File: src/rtl/if_prefetch.sv
// Sequential instruction prefetcher: issues word fetches over req/gnt/valid, buffers returns
// in a registered FIFO for decode, and discards in-flight responses across branch redirects.
module if_prefetch #(
   parameter int unsigned FIFO_DEPTH      = 4,
   parameter int unsigned MAX_OUTSTANDING = 2,
   parameter logic [31:0] RESET_PC        = 32'h0000_0000
) (
   input  logic        clk,
   input  logic        reset_n,
   input  logic        fetch_en,
   input  logic        branch_valid,
   input  logic [31:0] branch_addr,
   output logic        instr_req,
   output logic [31:0] instr_addr,
   input  logic        instr_gnt,
   input  logic [31:0] instr_rdata,
   input  logic        instr_err,
   input  logic        instr_valid,
   output logic        out_valid,
   input  logic        out_ready,
   output logic [31:0] out_instr,
   output logic [31:0] out_pc,
   output logic        out_err,
   output logic        busy
);
   localparam int unsigned AW = $clog2(FIFO_DEPTH);
   localparam int unsigned CW = $clog2(FIFO_DEPTH + 1);
   localparam int unsigned OW = $clog2(MAX_OUTSTANDING + 1);

   typedef struct packed {
      logic [31:0] instr;
      logic [31:0] pc;
      logic        err;
   } entry_t;

   logic          req_q, req_d;
   logic [31:0]   addr_q, addr_d;
   logic [31:0]   pc_q, pc_d;          // next address to request
   logic [31:0]   ret_pc_q, ret_pc_d;  // address of the next kept response
   logic [OW-1:0] out_q, out_d;
   logic [OW-1:0] disc_q, disc_d;
   logic          stale_q, stale_d;    // pending request predates the latest redirect
   logic [CW-1:0] cnt_q, cnt_d;
   logic [AW-1:0] rd_q, rd_d, wr_q, wr_d;
   entry_t        mem_q [FIFO_DEPTH];

   logic        gnt_acc, push, pop, issue;
   logic [31:0] target;

   always_comb begin
      gnt_acc = req_q & instr_gnt;
      target  = {branch_addr[31:2], 2'b00};
      push    = instr_valid & ~branch_valid & (disc_q == '0);
      pop     = out_valid & out_ready;
      out_d   = OW'(32'(out_q) + 32'(gnt_acc) - 32'(instr_valid));
      if (branch_valid) begin
         // everything still in flight after this cycle belongs to the old stream
         disc_d   = out_d;
         stale_d  = req_q & ~instr_gnt;
         pc_d     = target;
         ret_pc_d = target;
         cnt_d    = '0;
         rd_d     = '0;
         wr_d     = '0;
      end else begin
         disc_d = disc_q;
         if (instr_valid && disc_q != '0) disc_d = disc_d - OW'(1);
         if (gnt_acc && stale_q) disc_d = disc_d + OW'(1);
         stale_d  = stale_q & ~gnt_acc;
         pc_d     = (gnt_acc && !stale_q) ? pc_q + 32'd4 : pc_q;
         ret_pc_d = push ? ret_pc_q + 32'd4 : ret_pc_q;
         cnt_d    = CW'(32'(cnt_q) + 32'(push) - 32'(pop));
         rd_d     = rd_q + AW'(pop);
         wr_d     = wr_q + AW'(push);
      end
      // reserve FIFO room for every response that will actually be kept
      issue = fetch_en && (32'(out_d) < MAX_OUTSTANDING)
              && (32'(cnt_d) + 32'(out_d) - 32'(disc_d) < FIFO_DEPTH);
      if (req_q && !instr_gnt) begin
         req_d  = 1'b1;
         addr_d = addr_q;
      end else begin
         req_d  = issue;
         addr_d = issue ? pc_d : addr_q;
      end
   end

   always_ff @(posedge clk or negedge reset_n) begin
      if (!reset_n) begin
         req_q    <= 1'b0;
         addr_q   <= RESET_PC;
         pc_q     <= RESET_PC;
         ret_pc_q <= RESET_PC;
         out_q    <= '0;
         disc_q   <= '0;
         stale_q  <= 1'b0;
         cnt_q    <= '0;
         rd_q     <= '0;
         wr_q     <= '0;
      end else begin
         req_q    <= req_d;
         addr_q   <= addr_d;
         pc_q     <= pc_d;
         ret_pc_q <= ret_pc_d;
         out_q    <= out_d;
         disc_q   <= disc_d;
         stale_q  <= stale_d;
         cnt_q    <= cnt_d;
         rd_q     <= rd_d;
         wr_q     <= wr_d;
      end
   end

   always_ff @(posedge clk) begin
      if (push) mem_q[wr_q] <= {instr_rdata, ret_pc_q, instr_err};
   end

   assign instr_req  = req_q;
   assign instr_addr = addr_q;
   assign out_valid  = (cnt_q != '0);
   assign out_instr  = out_valid ? mem_q[rd_q].instr : 32'h0;
   assign out_pc     = out_valid ? mem_q[rd_q].pc : 32'h0;
   assign out_err    = out_valid & mem_q[rd_q].err;
   assign busy       = req_q | (out_q != '0);

endmodule
File: config.mk
export PLATFORM = sky130hd
export DESIGN_NAME = if_prefetch
export DESIGN_NICKNAME = d
export VERILOG_FILES = /design/src/rtl/if_prefetch.sv
export SDC_FILE = /design/constraint.sdc
export NUM_CORES = 1
export LEC_CHECK = 0
export ABC_AREA = 1
export CORE_MARGIN = 4
export CORE_UTILIZATION = 57
export CTS_CLUSTER_DIAMETER = 150
export CTS_CLUSTER_SIZE = 16
export DETAILED_ROUTE_END_ITERATION = 7
export MAX_ROUTING_LAYER = met4
export PLACE_DENSITY_LB_ADDON = 0.08
export SYNTH_ARGS = -nofsm -noshare
export SYNTH_HDL_FRONTEND = slang
export SYNTH_SLANG_ARGS = --single-unit
File: constraint.sdc
create_clock -name clk -period 6.15 [get_ports clk]
set_input_delay 0.9225 -clock clk [delete_from_list [all_inputs] [get_ports clk]]
set_output_delay 0.9225 -clock clk [all_outputs]
set_load 0.005 [all_outputs]
==> results.json, run 1 <==
{
  "syn_avg_cell_area_um2": 9.99,
  "yosysWarnings": 0,
  "design_area_um2": 18500,
  "r2r_cells": 22,
  "io_buffers": 167,
  "synthTopCellsByArea": "edfxtp_1, dfrtp_1, nor2_1",
  "period_needed_ns": 5.00,
  "drc_errors": 0,
  "wirelength_mm": 35.9,
  "holdPathStages": 2,
  "critPathMaxFanout": 33,
  "dp_hpwl_mm": 22.2,
  "cp-start-kind": "input pin",
  "path_buf_inv": 8,
  "slew_headroom_pct": 35.5,
  "dpl-instance-area_um2": 17800,
  "syn_area_um2": 15800,
  "cts_hold_buf": 0,
  "synthAdderAreaFrac_pct": 1.28,
  "ant_nets": 0,
  "nets": 1809,
  "routabilityCongestion": 0.934,
  "cts_resized": 0,
  "cts_buffers": 26,
  "whs_ns": 0.487,
  "final.setup_skew_ns": 0.0158,
  "async_flop_share_pct": 29.8,
  "finalHoldViolations": 0,
  "postCtsSetupBuffers": 0,
  "cp_top_family": "adder cells",
  "start_util_pct": 58.3,
  "max_freq_mhz": 200,
  "first_iter_violations": 695,
  "clkSinkCount": 359,
  "min_from": "instr_addr[29]",
  "drv_slew": 0,
  "die_y_um": 174,
  "synth_top_family_by_area": "simple AND/OR/NAND/NOR gates",
  "grt_pass1_wl_mm": 57.0,
  "fin_ws_ns": 1.15,
  "yosys.area_share.simple_pct": 19.5,
  "synth_edf_count": 252,
  "min_period_over_period_pct": 81.3,
  "synth_mux_area_share_pct": 0,
  "crit_path_end_kind": "flip-flop",
  "ys.flop_type": "edfxtp_1",
  "synth_top_area_share_pct": 47.9,
  "fill_cells": 2051,
  "pre_cts_slack_ns": 0.577,
  "max-vdd-ir-drop_uv": 328,
  "tightestPinTransition_ns": 0.968,
  "die_area_um2": 30400,
  "placement_rows": 60,
  "critPathArrivalTime_ns": 5.48,
  "grt_setup_unrepaired": "false",
  "yosys.area_share.xor_xnor_pct": 1.28,
  "cts.htree.levels": 1,
  "synthMostInstantiatedCell": "nor2_1",
  "fin_total_pwr_mw": 7.17,
  "syn_to_final_growth_pct": 17.1,
  "clock_latency_ns": 0.55,
  "track_usage_pct": 23.7,
  "worst-setup-path-type": "input pin to flip-flop",
  "io_pins": 172,
  "final-setup-viol-count": 0,
  "status": "finished clean",
  "slowest_delay_ns": 0.66,
  "p_leak_nw": 7.09,
  "timing.rr.start": "disc_q[0]",
  "multiInputGateArea_um2": 4880,
  "drive_gt1_share_pct": 4.54,
  "avgViaCountPerCell": 5.34,
  "rrSetupSlack_ns": 1.52,
  "core_um2": 27100,
  "antenna_found_initial": 0,
  "yosys-top-cells-count": "nor2_1, nand2_1, edfxtp_1, o21ai_0, dfrtp_1",
  "timing.rr.end": "instr_addr[5]",
  "timing.setup.tns_ns": 0,
  "grt_start_max_net_pins": 87,
  "synth-seq-area-share_pct": 64.9,
  "worstHoldEndpoint": "instr_addr[29]",
  "maxCapViolations": 0,
  "cts_root_buffer": "clkbuf_16",
  "cp_slowest_cell": "clkdlybuf4s50_1",
  "path_clk_slew_ns": 0.07,
  "ys_ff_latch": 359,
  "dr.pass1.iters": 5,
  "route.detailed.wl_per_inst_um": 17.0,
  "clk_path_buf_depth": 3,
  "die_w_um": 174,
  "synth_cell_types": 43,
  "power_density_nw_per_um2": 388,
  "synthCells": 1581,
  "min-delay-path-class": "flip-flop to flip-flop",
  "gr-total-overflow": 0,
  "yosys.area.top_type": "edfxtp_1",
  "crit_chain": "clkdlybuf4s50_1 -> nand3_2 -> ha_1 -> inv_1 -> ha_1 -> inv_1 -> fa_1 -> nor2_1 -> inv_1 -> fa_1 -> inv_1 -> ha_1 -> inv_1 -> o21ai_0 -> nand2_1 -> a21oi_2 -> nand3_2 -> buf_4 -> inv_2 -> nand2_1 -> nand2_1",
  "seq_area_um2": 10200,
  "synth_compound_area_share_pct": 8.60,
  "vias": 11300,
  "grt_pass1_vias": 11000,
  "cts_tree": "built",
  "required_ns": 6.63,
  "diodes": 0,
  "crit_top_cell": "inv_1"
}
-- area by class of cell --
cell class,count,area share (%)
Clock inverter,2,0.149
Timing Repair Buffer,181,9.59
Inverter,103,2.09
Multi-Input combinational cell,1051,26.4
Tap cell,372,2.52
Sequential cell,359,55.4
Clock buffer,43,3.86
-- cell families (layout without fill, tap and decap cells) --
logic type                 count (synthesis)  after routing
buffers and inverters                    172            329
xor gates and xnor gates                  23             23
DFF                                      359            359
and+or+nand+nor                          755            755
other                                      1              2
adders and majority gates                 15             15
AOI/OAI and AO/OA                        256            256
-- power breakdown --
| group | internal [mW] | switching [mW] | total, mW |
|---|---|---|---|
| registers | 2.86 | 0.229 | 3.09 |
| logic | 1.14 | 1.35 | 2.49 |
| clock network | 0.797 | 0.787 | 1.58 |
-- routing by layer --
metal	routed length (um)	global-route usage, %	vias up
li1	-	-	5571
met1	16400	33.2	5306
met2	17100	38.3	342
met3	1720	2.61	48
met4	691	5.01	0
met5	0	-	-
-- flip-flops by register name, indices dropped and copies added, names as in the netlist --
name / count
cnt_q: 3
disc_q: 2
mem_q: 252
wr_q: 2
instr_addr: 32
out_q: 2
rd_q: 2
ret_pc_q: 30
instr_req: 1
stale_q: 1
pc_q: 32
-- worst reg2reg max path: cells and delay by family (launching register included) --
kind | cells | cell delay, ns
compound gates | 2 | 0.39
fa+ha+maj | 6 | 1.98
buf+inv | 8 | 1.04
flops | 1 | 0.36
simple gates | 6 | 0.79
-- worst max-delay path by stage --
stage	start	to	slack, ns	cells after the start
2_1_floorplan	branch_valid	mem_q[0][0]	-0.04	4
3_3_place_gp	instr_valid	instr_addr[25]	0.70	21
3_5_place_dp	instr_valid	instr_addr[23]	0.58	21
4_1_cts	instr_valid	instr_addr[5]	1.15	21
5_1_grt	instr_valid	instr_addr[0]	0.80	21
6_report	instr_valid	instr_addr[5]	1.15	21
-- per-stage QoR --
| step | cells | util [%] |
|---|---|---|
| 5_1_grt | 2111 | 68.3 |
| 3_5_place_dp | 2066 | 65.5 |
| 2_1_floorplan | 1582 | - |
| 4_1_cts | 2111 | 68.3 |
| 3_3_place_gp | 2066 | 65.5 |
| 6_report | 2111 | 68.3 |
-- cell usage in the layout, fill, tap and decap left out, types with 2 or more instances in the layout --
cell	synthesis	layout
a21oi_1	71	71
a31oi_1	2	2
buf_4	3	15
clkbuf_1	28	17
clkbuf_16	0	26
clkdlybuf4s50_1	0	166
conb_1	1	2
dfrtp_1	107	105
edfxtp_1	252	252
fa_1	2	2
ha_1	13	13
inv_1	95	95
inv_2	7	7
nand2_1	309	309
nand3_1	76	76
nand3_2	4	4
nand3_4	2	2
nand4_1	9	9
nor2_1	323	322
nor2_2	6	6
nor2_4	4	5
nor3_1	17	13
nor3_2	0	4
o211ai_1	5	5
o21ai_0	151	151
o21ai_1	4	4
o21ai_2	2	2
o21bai_1	7	7
o221ai_1	4	4
o22ai_1	4	4
or2_2	2	2
xnor2_1	7	7
xor2_1	16	16
(Power assumes the default switching activity.)
==> inputs of run 2 (changes only) <==
==> constraint.sdc (replaced) <==
create_clock -name clk -period 4.7 [get_ports clk]
set_input_delay 0.705 -clock clk [delete_from_list [all_inputs] [get_ports clk]]
set_output_delay 0.705 -clock clk [all_outputs]
set_load 0.005 [all_outputs]
==> run 2 against run 1 <==
  * Setup slack got worse by 0.52 ns
  * Hold slack got worse by 0.33 ns
  * Via count rose by 1.4%
  * Sequential cell count did not move
  * Total power rose by 32%
  * Core utilization rose by 0.26 points
  * Sequential power rose by 31%
  * First-iteration DRC count rose by 6.3%
==> results.json, run 2 (synthesis gave the netlist of run 1 again) <==
{
  "start_util_pct": 58.3,
  "top_layer": "met4",
  "grt_setup_unrepaired": "false",
  "grt_pass1_vias": 11300,
  "core_um2": 27100,
  "period_needed_ns": 4.07,
  "ant_nets": 0,
  "final-setup-viol-count": 0,
  "dpl-instance-area_um2": 17800,
  "max-vdd-ir-drop_uv": 437,
  "min-delay-path-class": "input pin to async pin",
  "nets": 1815,
  "crit_path_end_kind": "flip-flop",
  "avgViaCountPerCell": 5.40,
  "cts_root_buffer": "clkbuf_16",
  "cp-start-kind": "flip-flop",
  "cts_buffers": 26,
  "drc_errors": 0,
  "die_y_um": 174,
  "wl_met1_mm": 16.2,
  "dr.pass1.iters": 5,
  "critPathArrivalTime_ns": 4.50,
  "cts_hold_buf": 0,
  "clk_path_buf_depth": 3,
  "layout_commonest_cell": "nor2_1",
  "clkSinkCount": 359,
  "routabilityCongestion": 0.929,
  "postCtsSetupBuffers": 0,
  "cts.htree.levels": 1,
  "diodes": 0,
  "antenna_found_initial": 0,
  "maxCapViolations": 0,
  "fin_ws_ns": 0.634,
  "status": "finished clean",
  "die_area_um2": 30400,
  "wl_met2_mm": 17.4,
  "power_density_nw_per_um2": 509,
  "drive_gt1_share_pct": 4.87,
  "wirelength_mm": 36.4,
  "required_ns": 5.13,
  "syn_to_final_growth_pct": 17.6,
  "finalHoldViolations": 0,
  "cts_resized": 0,
  "worst-setup-path-type": "flip-flop to flip-flop",
  "dp_cells": 2072,
  "whs_ns": 0.159,
  "clock_latency_ns": 0.54,
  "design_area_um2": 18600,
  "max_freq_mhz": 246,
  "grt_pass1_wl_mm": 58.1,
  "slew_headroom_pct": 34.9,
  "die_w_um": 174,
  "drv_slew": 0,
  "io_buffers": 167,
  "wl_met3_mm": 2.17,
  "min_period_over_period_pct": 86.5,
  "fill_cells": 2096,
  "layout.cells.non_filler": 2118,
  "p_leak_nw": 7.13,
  "route.detailed.wl_per_inst_um": 17.2,
  "tightestPinTransition_ns": 0.977,
  "final_cell_mix": "nor2_1, nand2_1, edfxtp_1",
  "timing.setup.tns_ns": 0,
  "vias": 11400,
  "io_pins": 172,
  "pre_cts_slack_ns": 0.0674,
  "placement_rows": 60,
  "gr-total-overflow": 0,
  "track_usage_pct": 24.3,
  "first_iter_violations": 739,
  "critPathMaxFanout": 32,
  "path_clk_slew_ns": 0.07,
  "dp_hpwl_mm": 22.7,
  "grt_start_max_net_pins": 65,
  "cts_tree": "built",
  "largest_reg_flops": 252,
  "final.setup_skew_ns": 0.0187,
  "largest_register": "mem_q"
}
[run 2: metal layers]
| layer | GRT usage, % | up-vias |
|---|---|---|
| li1 | - | 5590 |
| met1 | 33.3 | 5428 |
| met2 | 39.5 | 358 |
| met3 | 2.83 | 51 |
| met4 | 5.58 | 0 |
| met5 | - | - |
[run 2: critical path, stage by stage (launching register included)]
cell and delay [ns]:
dfrtp_1 0.36, inv_1 0.08, ha_1 0.27, nand3_2 0.15, ha_1 0.30, inv_1 0.04
ha_1 0.16, inv_1 0.06, fa_1 0.40, nor2_1 0.15, inv_1 0.08, fa_1 0.53
inv_1 0.04, ha_1 0.29, inv_1 0.04, o21ai_0 0.23, nand2_1 0.10, a21oi_2 0.17
nand3_2 0.10, buf_4 0.25, nand2_1 0.09, nand2_1 0.06
[run 2: stage by stage]
step                power (mW)  utilization, %
global placement          7.36            65.7
floorplan                 5.79               -
detailed placement        7.45            65.7
global route              10.0            68.5
CTS                       9.54            68.5
finish                    9.46            68.5
[run 2: cell type report]
type / count / area, um2 / area share [%]
Clock buffer: 45 / 743 / 4.00
Clock inverter: 1 / 11.3 / 0.0606
Tap cell: 372 / 465 / 2.51
Inverter: 103 / 387 / 2.08
Multi-Input combinational cell: 1051 / 4880 / 26.3
Timing Repair Buffer: 187 / 1830 / 9.86
Sequential cell: 359 / 10200 / 55.2
[run 2: worst paths after layout]
| path | slack [ns] | to | start | depth (start not counted) |
|---|---|---|---|---|
| worst max-delay path | 0.63 | instr_addr[17] | disc_q[0] | 21 |
| worst min-delay path | 0.16 | instr_addr[27] | reset_n | 1 |
| worst max register to register | 0.63 | instr_addr[17] | disc_q[0] | 21 |
| worst min register to register | 0.48 | instr_addr[25] | instr_addr[25] | 2 |
| max in group asynchronous | 3.68 | ret_pc_q[30] | reset_n | 2 |
| min in group clk | 0.48 | instr_addr[25] | instr_addr[25] | 2 |
[run 2: power by group]
part	total (mW)	leakage, nW	internal (mW)	switching (mW)
clock network	2.09	0.360	1.07	1.02
registers	4.05	3.61	3.75	0.306
logic	3.31	3.16	1.52	1.79
==> inputs of run 3 (changes only) <==
--- a/config.mk
+++ b/config.mk
@@ -13,6 +13,7 @@
 export DETAILED_ROUTE_END_ITERATION = 7
 export MAX_ROUTING_LAYER = met4
 export PLACE_DENSITY_LB_ADDON = 0.08
+export SETUP_SLACK_MARGIN = 0.3
 export SYNTH_ARGS = -nofsm -noshare
 export SYNTH_HDL_FRONTEND = slang
 export SYNTH_SLANG_ARGS = --single-unit
==> results of run 3 <==
No change in the layout: final DEF, timing and power equal those of run 2.
